==> config.mk <==
export PLATFORM = sky130hd
export DESIGN_NAME = scr1_ahb_ram_slv_flat
export DESIGN_NICKNAME = d
export VERILOG_FILES = /design/src/rtl/scr1_ahb_ram_slv_pkg.sv /design/src/rtl/scr1_ahb_ram_slv_if.sv /design/src/rtl/scr1_ahb_ram_slv.sv /design/src/flat_wrapper.sv
export SDC_FILE = /design/constraint.sdc
export NUM_CORES = 1
export LEC_CHECK = 0
export ABC_AREA = 0
export BUFFER_PORTS_ARGS = -buffer_cell sky130_fd_sc_hd__buf_2
export CAP_MARGIN = 20
export CORE_ASPECT_RATIO = 1.75
export CORE_MARGIN = 5
export CORE_UTILIZATION = 40
export CTS_CLUSTER_DIAMETER = 30
export DETAILED_ROUTE_END_ITERATION = 6
export PLACE_DENSITY = 0.8
export SETUP_SLACK_MARGIN = 0.1
export SKIP_LAST_GASP = 1
export SLEW_MARGIN = 20
export SYNTH_ARGS = -nofsm -noshare
export SYNTH_HDL_FRONTEND = slang
export SYNTH_SLANG_ARGS = --single-unit
==> constraint.sdc <==
create_clock -name clk -period 4.22 [get_ports clk]
set_input_delay 1.266 -clock clk [delete_from_list [all_inputs] [get_ports clk]]
set_output_delay 1.266 -clock clk [all_outputs]
set_load 0.02 [all_outputs]
==> src/rtl/scr1_ahb_ram_slv_pkg.sv <==
// AHB-Lite constants and byte-lane helper
// shared by the AHB RAM slave and its bench
package scr1_ahb_ram_slv_pkg;

  localparam logic [1:0] HTRANS_IDLE   = 2'b00;
  localparam logic [1:0] HTRANS_BUSY   = 2'b01;
  localparam logic [1:0] HTRANS_NONSEQ = 2'b10;
  localparam logic [1:0] HTRANS_SEQ    = 2'b11;

  localparam logic [2:0] HSIZE_BYTE = 3'b000;
  localparam logic [2:0] HSIZE_HALF = 3'b001;
  localparam logic [2:0] HSIZE_WORD = 3'b010;

  localparam logic HRESP_OKAY  = 1'b0;
  localparam logic HRESP_ERROR = 1'b1;

  function automatic logic [3:0] be_of(
    input logic [2:0] size,
    input logic [1:0] off
  );
    be_of = 4'b0000;
    unique case (1'b1)
      size == HSIZE_BYTE: be_of = 4'b0001 << off;
      size == HSIZE_HALF: be_of = off[1] ? 4'b1100
                                         : 4'b0011;
      default:            be_of = 4'b1111;
    endcase
  endfunction

endpackage

==> src/rtl/scr1_ahb_ram_slv_if.sv <==
// AHB-Lite slave-side bus bundle
// master drives requests, slave returns ready/resp/data
interface scr1_ahb_ram_slv_if;

  logic        hsel;
  logic [1:0]  htrans;
  logic [2:0]  hsize;
  logic [31:0] haddr;
  logic        hwrite;
  logic [31:0] hwdata;
  logic        hready;
  logic        hreadyout;
  logic [31:0] hrdata;
  logic        hresp;

  modport slave (
    input  hsel, htrans, hsize, haddr,
    input  hwrite, hwdata, hready,
    output hreadyout, hrdata, hresp
  );

  modport master (
    output hsel, htrans, hsize, haddr,
    output hwrite, hwdata, hready,
    input  hreadyout, hrdata, hresp
  );

endinterface

==> src/rtl/scr1_ahb_ram_slv.sv <==
// AHB-Lite slave bridging to an external 1-cycle
// synchronous SRAM, with optional wait states
module scr1_ahb_ram_slv
  import scr1_ahb_ram_slv_pkg::*;
#(
  parameter int unsigned SCR1_RAM_AW   = 12,
  parameter logic [31:0] SCR1_RAM_BASE = 32'h0,
  parameter int unsigned SCR1_RAM_WS   = 0
) (
  input  logic                   clk,
  input  logic                   rst_n,
  scr1_ahb_ram_slv_if.slave      ahb,
  output logic                   ram_ce,
  output logic                   ram_we,
  output logic [3:0]             ram_be,
  output logic [SCR1_RAM_AW-1:0] ram_addr,
  output logic [31:0]            ram_wdata,
  input  logic [31:0]            ram_rdata
);

  localparam int unsigned AW = SCR1_RAM_AW;
  localparam logic [1:0] WS = 2'(SCR1_RAM_WS);

  typedef enum logic [2:0] {
    ST_IDLE,
    ST_WAIT,
    ST_RD,
    ST_ERR1,
    ST_ERR2
  } state_t;

  state_t        state;
  state_t        state_nx;
  logic [1:0]    cnt;
  logic [1:0]    cnt_nx;
  logic          a_write;
  logic [3:0]    a_be;
  logic [AW-1:0] a_addr;
  logic [31:0]   rdata_q;
  logic          accept;
  logic          err;
  logic          take;

  assign accept = ahb.hsel & ahb.hready &
                  ((ahb.htrans == HTRANS_NONSEQ) |
                   (ahb.htrans == HTRANS_SEQ));

  always_comb begin
    err = 1'b0;
    if (ahb.hsize > HSIZE_WORD)
      err = 1'b1;
    if (ahb.hsize == HSIZE_HALF && ahb.haddr[0])
      err = 1'b1;
    if (ahb.hsize == HSIZE_WORD &&
        ahb.haddr[1:0] != 2'b00)
      err = 1'b1;
    if (ahb.haddr[31:AW+2] !=
        SCR1_RAM_BASE[31:AW+2])
      err = 1'b1;
  end

  // a new address phase is taken only while the
  // current data phase is finishing (or idle)
  assign take = accept & ahb.hreadyout;

  always_comb begin
    ahb.hreadyout = 1'b1;
    ahb.hresp     = HRESP_OKAY;
    case (state)
      ST_WAIT: ahb.hreadyout = (cnt == 2'd0) & a_write;
      ST_ERR1: begin
        ahb.hreadyout = 1'b0;
        ahb.hresp     = HRESP_ERROR;
      end
      ST_ERR2: ahb.hresp = HRESP_ERROR;
      default: ;
    endcase
  end

  // the access cycle is the last ST_WAIT cycle
  assign ram_ce    = (state == ST_WAIT) &
                     (cnt == 2'd0);
  assign ram_we    = ram_ce & a_write;
  assign ram_be    = a_be;
  assign ram_addr  = a_addr;
  assign ram_wdata = ahb.hwdata;

  assign ahb.hrdata = (state == ST_RD) ? ram_rdata
                                       : rdata_q;

  always_comb begin
    state_nx = state;
    cnt_nx   = cnt;
    case (state)
      ST_WAIT: begin
        if (cnt != 2'd0)
          cnt_nx = cnt - 2'd1;
        else if (!a_write)
          state_nx = ST_RD;
      end
      ST_ERR1: state_nx = ST_ERR2;
      default: ;
    endcase
    if (ahb.hreadyout) begin
      state_nx = ST_IDLE;
      if (take) begin
        state_nx = err ? ST_ERR1 : ST_WAIT;
        cnt_nx   = err ? 2'd0 : WS;
      end
    end
  end

  always_ff @(posedge clk or negedge rst_n) begin
    if (!rst_n) begin
      state <= ST_IDLE;
      cnt   <= 2'd0;
    end else begin
      state <= state_nx;
      cnt   <= cnt_nx;
    end
  end

  always_ff @(posedge clk or negedge rst_n) begin
    if (!rst_n) begin
      a_write <= 1'b0;
      a_be    <= 4'b0000;
      a_addr  <= '0;
    end else if (take && !err) begin
      a_write <= ahb.hwrite;
      a_be    <= be_of(ahb.hsize, ahb.haddr[1:0]);
      a_addr  <= ahb.haddr[AW+1:2];
    end
  end

  always_ff @(posedge clk or negedge rst_n) begin
    if (!rst_n)
      rdata_q <= 32'h0;
    else if (state == ST_RD)
      rdata_q <= ram_rdata;
  end

endmodule
==> src/flat_wrapper.sv <==
// flat-port wrapper written by rule: the top's interface ports become plain ports
module scr1_ahb_ram_slv_flat import scr1_ahb_ram_slv_pkg::*;
#(
  parameter int unsigned SCR1_RAM_AW   = 12,
  parameter logic [31:0] SCR1_RAM_BASE = 32'h0,
  parameter int unsigned SCR1_RAM_WS   = 0
)
  (clk, rst_n, ram_ce, ram_we, ram_be, ram_addr, ram_wdata, ram_rdata, ahb_hsel, ahb_htrans, ahb_hsize, ahb_haddr, ahb_hwrite, ahb_hwdata, ahb_hready, ahb_hreadyout, ahb_hrdata, ahb_hresp);
  scr1_ahb_ram_slv_if ahb_i ();
  input  logic clk;
  input  logic rst_n;
  output logic ram_ce;
  output logic ram_we;
  output logic [3:0] ram_be;
  output logic [SCR1_RAM_AW-1:0] ram_addr;
  output logic [31:0] ram_wdata;
  input  logic [31:0] ram_rdata;
  input wire logic [$bits(ahb_i.hsel)-1:0] ahb_hsel;
  input wire logic [$bits(ahb_i.htrans)-1:0] ahb_htrans;
  input wire logic [$bits(ahb_i.hsize)-1:0] ahb_hsize;
  input wire logic [$bits(ahb_i.haddr)-1:0] ahb_haddr;
  input wire logic [$bits(ahb_i.hwrite)-1:0] ahb_hwrite;
  input wire logic [$bits(ahb_i.hwdata)-1:0] ahb_hwdata;
  input wire logic [$bits(ahb_i.hready)-1:0] ahb_hready;
  output wire logic [$bits(ahb_i.hreadyout)-1:0] ahb_hreadyout;
  output wire logic [$bits(ahb_i.hrdata)-1:0] ahb_hrdata;
  output wire logic [$bits(ahb_i.hresp)-1:0] ahb_hresp;
  assign ahb_i.hsel = ahb_hsel;
  assign ahb_i.htrans = ahb_htrans;
  assign ahb_i.hsize = ahb_hsize;
  assign ahb_i.haddr = ahb_haddr;
  assign ahb_i.hwrite = ahb_hwrite;
  assign ahb_i.hwdata = ahb_hwdata;
  assign ahb_i.hready = ahb_hready;
  assign ahb_hreadyout = ahb_i.hreadyout;
  assign ahb_hrdata = ahb_i.hrdata;
  assign ahb_hresp = ahb_i.hresp;
  scr1_ahb_ram_slv #(.SCR1_RAM_AW(SCR1_RAM_AW), .SCR1_RAM_BASE(SCR1_RAM_BASE), .SCR1_RAM_WS(SCR1_RAM_WS)) u_core (.clk(clk), .rst_n(rst_n), .ahb(ahb_i), .ram_ce(ram_ce), .ram_we(ram_we), .ram_be(ram_be), .ram_addr(ram_addr), .ram_wdata(ram_wdata), .ram_rdata(ram_rdata));
endmodule
### Word level (Yosys, flattened, before mapping)

Cells that the tools add are included.

| storage, ports and cells | value |
|---|---|
| register bits | 54 |
| latch bits | 0 |
| bits in writable memories | 0 |
| memory bits (read-only) | 0 |
| logic and storage cells | 57 |
| memories kept | 0 |

| operators by class | value |
|---|---|
| add/sub/neg operators | 1 |
| multiply operators | 0 |
| divide/modulo/power cells | 0 |
| magnitude comparators | 1 |
| equal/unequal tests | 10 |
| shifts and indexed selects | 1 |
| muxes and demuxes | 19 |
| bitwise gates (word level) | 7 |
| reduce and logical (&&, ||, !) cells | 12 |

Operator list:

| kind | count |
|---|---|
| $mux W32 | 1 |
| $reduce_bool A18 Y1 | 1 |
| $mux W3 | 4 |
| $mux W2 | 5 |
| $eq A3 B2 Y1 const B | 3 |
| $pmux W4 S2 | 1 |
| $and A1 B1 Y1 | 6 |
| $eq A3 B1 Y1 const B | 2 |
| $ne A3 B2 Y1 const B | 2 |
| $pmux W3 S2 | 1 |
| $mux W1 | 5 |
| $eq A2 B2 Y1 const B | 2 |
| $mux W4 | 1 |
| $reduce_bool A2 Y1 | 2 |
| $shl A1 B2 Y4 const A | 1 |
| $eq A3 B3 Y1 const B | 1 |
| $gt A3 B2 Y1 const B | 1 |
| $logic_and A1 B1 Y1 | 3 |
| $logic_not A3 Y1 | 1 |
| $reduce_and A3 Y1 | 1 |
| $reduce_bool A3 Y1 | 1 |
| $logic_not A2 Y1 | 1 |
| $pmux W1 S2 | 1 |
| $reduce_or A2 Y1 | 1 |
| 3 further kinds | 3 |

### Depth between registers and ports, before layout

| depth | value |
|---|---|
| word-level depth | 8 |
| gate-level depth with buffers | 5 |
| mapped depth without buffers | 4 |

### Worst setup path after synthesis

No wires, ideal clock.

| timing path | value |
|---|---|
| kind | input port to output port |
| from | input port ram_rdata[0] |
| to | output port ahb_hrdata[0] |
| arrival | 1.577 ns |
| path slack | 1.377 ns |
| stages on the path | 1 |
| path through | mux2_2 |

| between the ends | value |
|---|---|
| cells in the longest elaborated chain, start to end | 1 |

Ends and longest elaborated chain:

| item | RTL line | text |
|---|---|---|
| from (decl) | flat_wrapper.sv:17 | `input logic [31:0] ram_rdata;` |
| $mux W32 | scr1_ahb_ram_slv.sv:88 | `assign ahb.hrdata = (state == ST_RD) ? ram_rdata` |
| to (decl) | flat_wrapper.sv:26 | `output wire logic [$bits(ahb_i.hrdata)-1:0] ahb_hrdata;` |

Every way passes these cells.

### Worst setup path in the final report

| timing path | value |
|---|---|
| from | register u_core.state[1] |
| to | output port ahb_hrdata[14] |

| between the ends | value |
|---|---|
| cells in the longest elaborated chain, start to end | 2 |

Ends and longest elaborated chain:

| item | RTL line | text |
|---|---|---|
| from (decl) | scr1_ahb_ram_slv.sv:32 | `state_t state;` |
| from (signal assigned) | scr1_ahb_ram_slv.sv:118 | `state <= state_nx;` |
| $eq A3 B2 Y1 | scr1_ahb_ram_slv.sv:88 |  |
| $mux W32 | scr1_ahb_ram_slv.sv:88 |  |

Every way passes these cells.

==> reports/metrics.yaml <==
core_mm2: 0.006133
cts_tree: "done"
path_class: "reg -> out"
finalCritPeriodShare: 0.7569
cts.path.max_buffers: 2
setup_viol: 0
drcViolationCount: 0
syn-cell-area_mm2: 0.002505
netlist_instances: 180
hold_buffers: 0
max-vdd-ir-drop_mv: 0.2194
slew_violations: 0
drt_iter0_markers: 42
hold_viol: 0
slowest_delay_ns: 0.46
hold_slack_ns: 0.5029
setup_tns_ns: 0
final_cell_mix: "buf_2, dfrtp_1, mux2_2"
num_antenna_cells: 0
yosysUniqueCellTypes: 28
final_common_cell: "buf_2"
synth_nets: 286
grt_pass1_vias: 1884
crit_fanout: 32
slowest_stage: "dfrtp_1"
die_y_um: 114.7
dp_hpwl_um: 4492
worstSetupStartpointType: "flop"
highest-signal-layer: "met4"
met2_length_um: 2878
ys_ff_latch: 54
final_antenna_net_count: 0
clkSlewWorstSetupHoldPaths_ns: 0.09
cts_setup_buffers: 0
syn_to_final_growth_pct: 23.28
hold_path.class: "reg -> reg"
ys_seq_area_frac: 0.5395
globalplace.congestion: 0.7330
dieArea_mm2: 0.008007
maxCapViolCount: 0
gr-total-overflow: 0
finClkSkew_ns: 0.006278
vias: 1705
ys_warn_count: 0
drt-total-wl_um: 5527
synth_area_per_cell_um2: 13.92
fp.dieW_um: 69.82
period_needed_ns: 3.194
grt_max_degree: 33
cp-end-kind: "output port"
avgRoutedWirePerCell_um: 15.40
rows: 38
rsz0062_at_grt: "no"
num-nets-final: 384
dr_wl_met3_um: 536
numCtsBuffers: 5
cp_data_required_time_ns: 2.95
grt_use_total: 0.1406
viasPerCell: 4.749
leakagePower_uw: 0.001589
relSlewSlack: 0.6173
htreeDepth: 2
grt_first_pass_wirelength_um: 8818
initial_core_util: 0.4084
outcome: "completed"
max_slew.worst_pin.slew_ns: 0.5740
drt_pass1_iterations: 3
max_freq_mhz: 313.1
cts.sink_count: 54
crit_chain: "nor3b_2 -> buf_4 -> mux2_2 -> buf_2"
crit_arrival_ns: 1.93
antenna_found_initial: 0
insertion_delay_ns: 0.31
power_density_mw_per_mm2: 423.0
ios: 190
drive_above_1_share: 0.6703
wl_met1_um: 1811
io_buffers: 124
post_cts_resized: 0
cts_root_buffer: "clkbuf_8"
-- per-stage QoR --
stage | area [µm²] | utilization | cells | power [µW] | worst slack [ns]
2_1_floorplan | 2505 | - | 180 | 884.3 | 1.377
3_3_place_gp | 2978 | 0.4855 | 351 | 971.9 | 1.154
3_5_place_dp | 2978 | 0.4855 | 351 | 988.7 | 1.141
4_1_cts | 3088 | 0.5035 | 359 | 1330 | 0.9977
5_1_grt | 3088 | 0.5035 | 359 | 1378 | 0.9065
6_report | 3088 | 0.5035 | 359 | 1306 | 1.026
-- cells in the mapped netlist --
library cell	instances	area, µm²
nor2b_1	2	12.51
or4bb_1	1	11.26
nand4_1	1	6.260
nor3b_1	1	7.510
dfrtp_1	54	1351
o21bai_1	1	7.510
nor2_1	4	15.01
buf_12	1	20.02
a21boi_0	2	15.01
inv_1	2	7.510
a21o_1	1	7.510
nor3_1	2	10.01
and2_1	1	6.260
nor4_1	5	31.28
mux2_2	39	439.2
nand3_1	1	5.000
nor3_4	1	16.27
nor4b_4	1	23.77
o211a_1	1	10.01
buf_2	3	15.01
nand3b_1	1	7.510
o21ai_0	5	25.02
o2111ai_4	1	26.28
buf_4	32	240.2
o31ai_1	1	7.510
nand2b_1	3	18.77
nand2_1	3	11.26
mux2_4	10	150.1
-- power breakdown --
group	internal, µW	switching, µW
registers	594	21.0
logic	147	207
clock network	177	160
total	918	388
-- cell type report --
class,instances,area (µm²)
Clock inverter,2,37.54
Tap cell,80,100.1
Fill cell,577,3045
Inverter,2,7.507
Clock buffer,6,72.57
Multi-Input combinational cell,88,875.8
Sequential cell,54,1351
Timing Repair Buffer,127,643.1
-- critical path: cells and delay by family (launching register included) --
kind	cells	cell delay, ns
buffers and inverters	2	0.55
flip-flops	1	0.46
multiplexers	1	0.40
AND/OR/NAND/NOR	1	0.20
-- worst paths after layout --
kind,startpoint,endpoint,slack (ns),depth (start not counted)
max reg2reg,u_core.state[1]$_DFFE_PN0P_,u_core.ram_addr[1]$_DFFE_PN0P_,2.24,5
max in group asynchronous,rst_n,u_core.rdata_q[28]$_DFF_PN0_,2.49,2
min in group asynchronous,rst_n,u_core.rdata_q[17]$_DFF_PN0_,0.94,1
min reg2reg,u_core.rdata_q[18]$_DFF_PN0_,u_core.rdata_q[18]$_DFF_PN0_,0.50,1
max,u_core.state[1]$_DFFE_PN0P_,ahb_hrdata[14],1.03,4
min,u_core.rdata_q[18]$_DFF_PN0_,u_core.rdata_q[18]$_DFF_PN0_,0.50,1
-- logic make-up after synthesis --
logic type	after synthesis	share of synthesized area
flip-flops	54	0.5395
multiplexers	49	0.2353
buffers and inverters	38	0.1129
AND/OR/NAND/NOR	27	0.07293
AO/OA/AOI/OAI	12	0.03946
-- state kept, by name, indices dropped and copies added (netlist names) --
| signal | flops |
|---|---|
| u_core.ram_be | 4 |
| u_core.rdata_q | 32 |
| u_core.state | 3 |
| u_core.ram_addr | 12 |
| u_core.cnt | 2 |
| u_core.a_write | 1 |
-- routing by layer --
metal / global-route usage / up-vias
met4: 0.09079 / 0
met2: 0.2470 / 84
li1: - / 787
met1: 0.1377 / 801
met3: 0.05009 / 33
met5: 0 / -
Power figures use the tool's default switching activity.
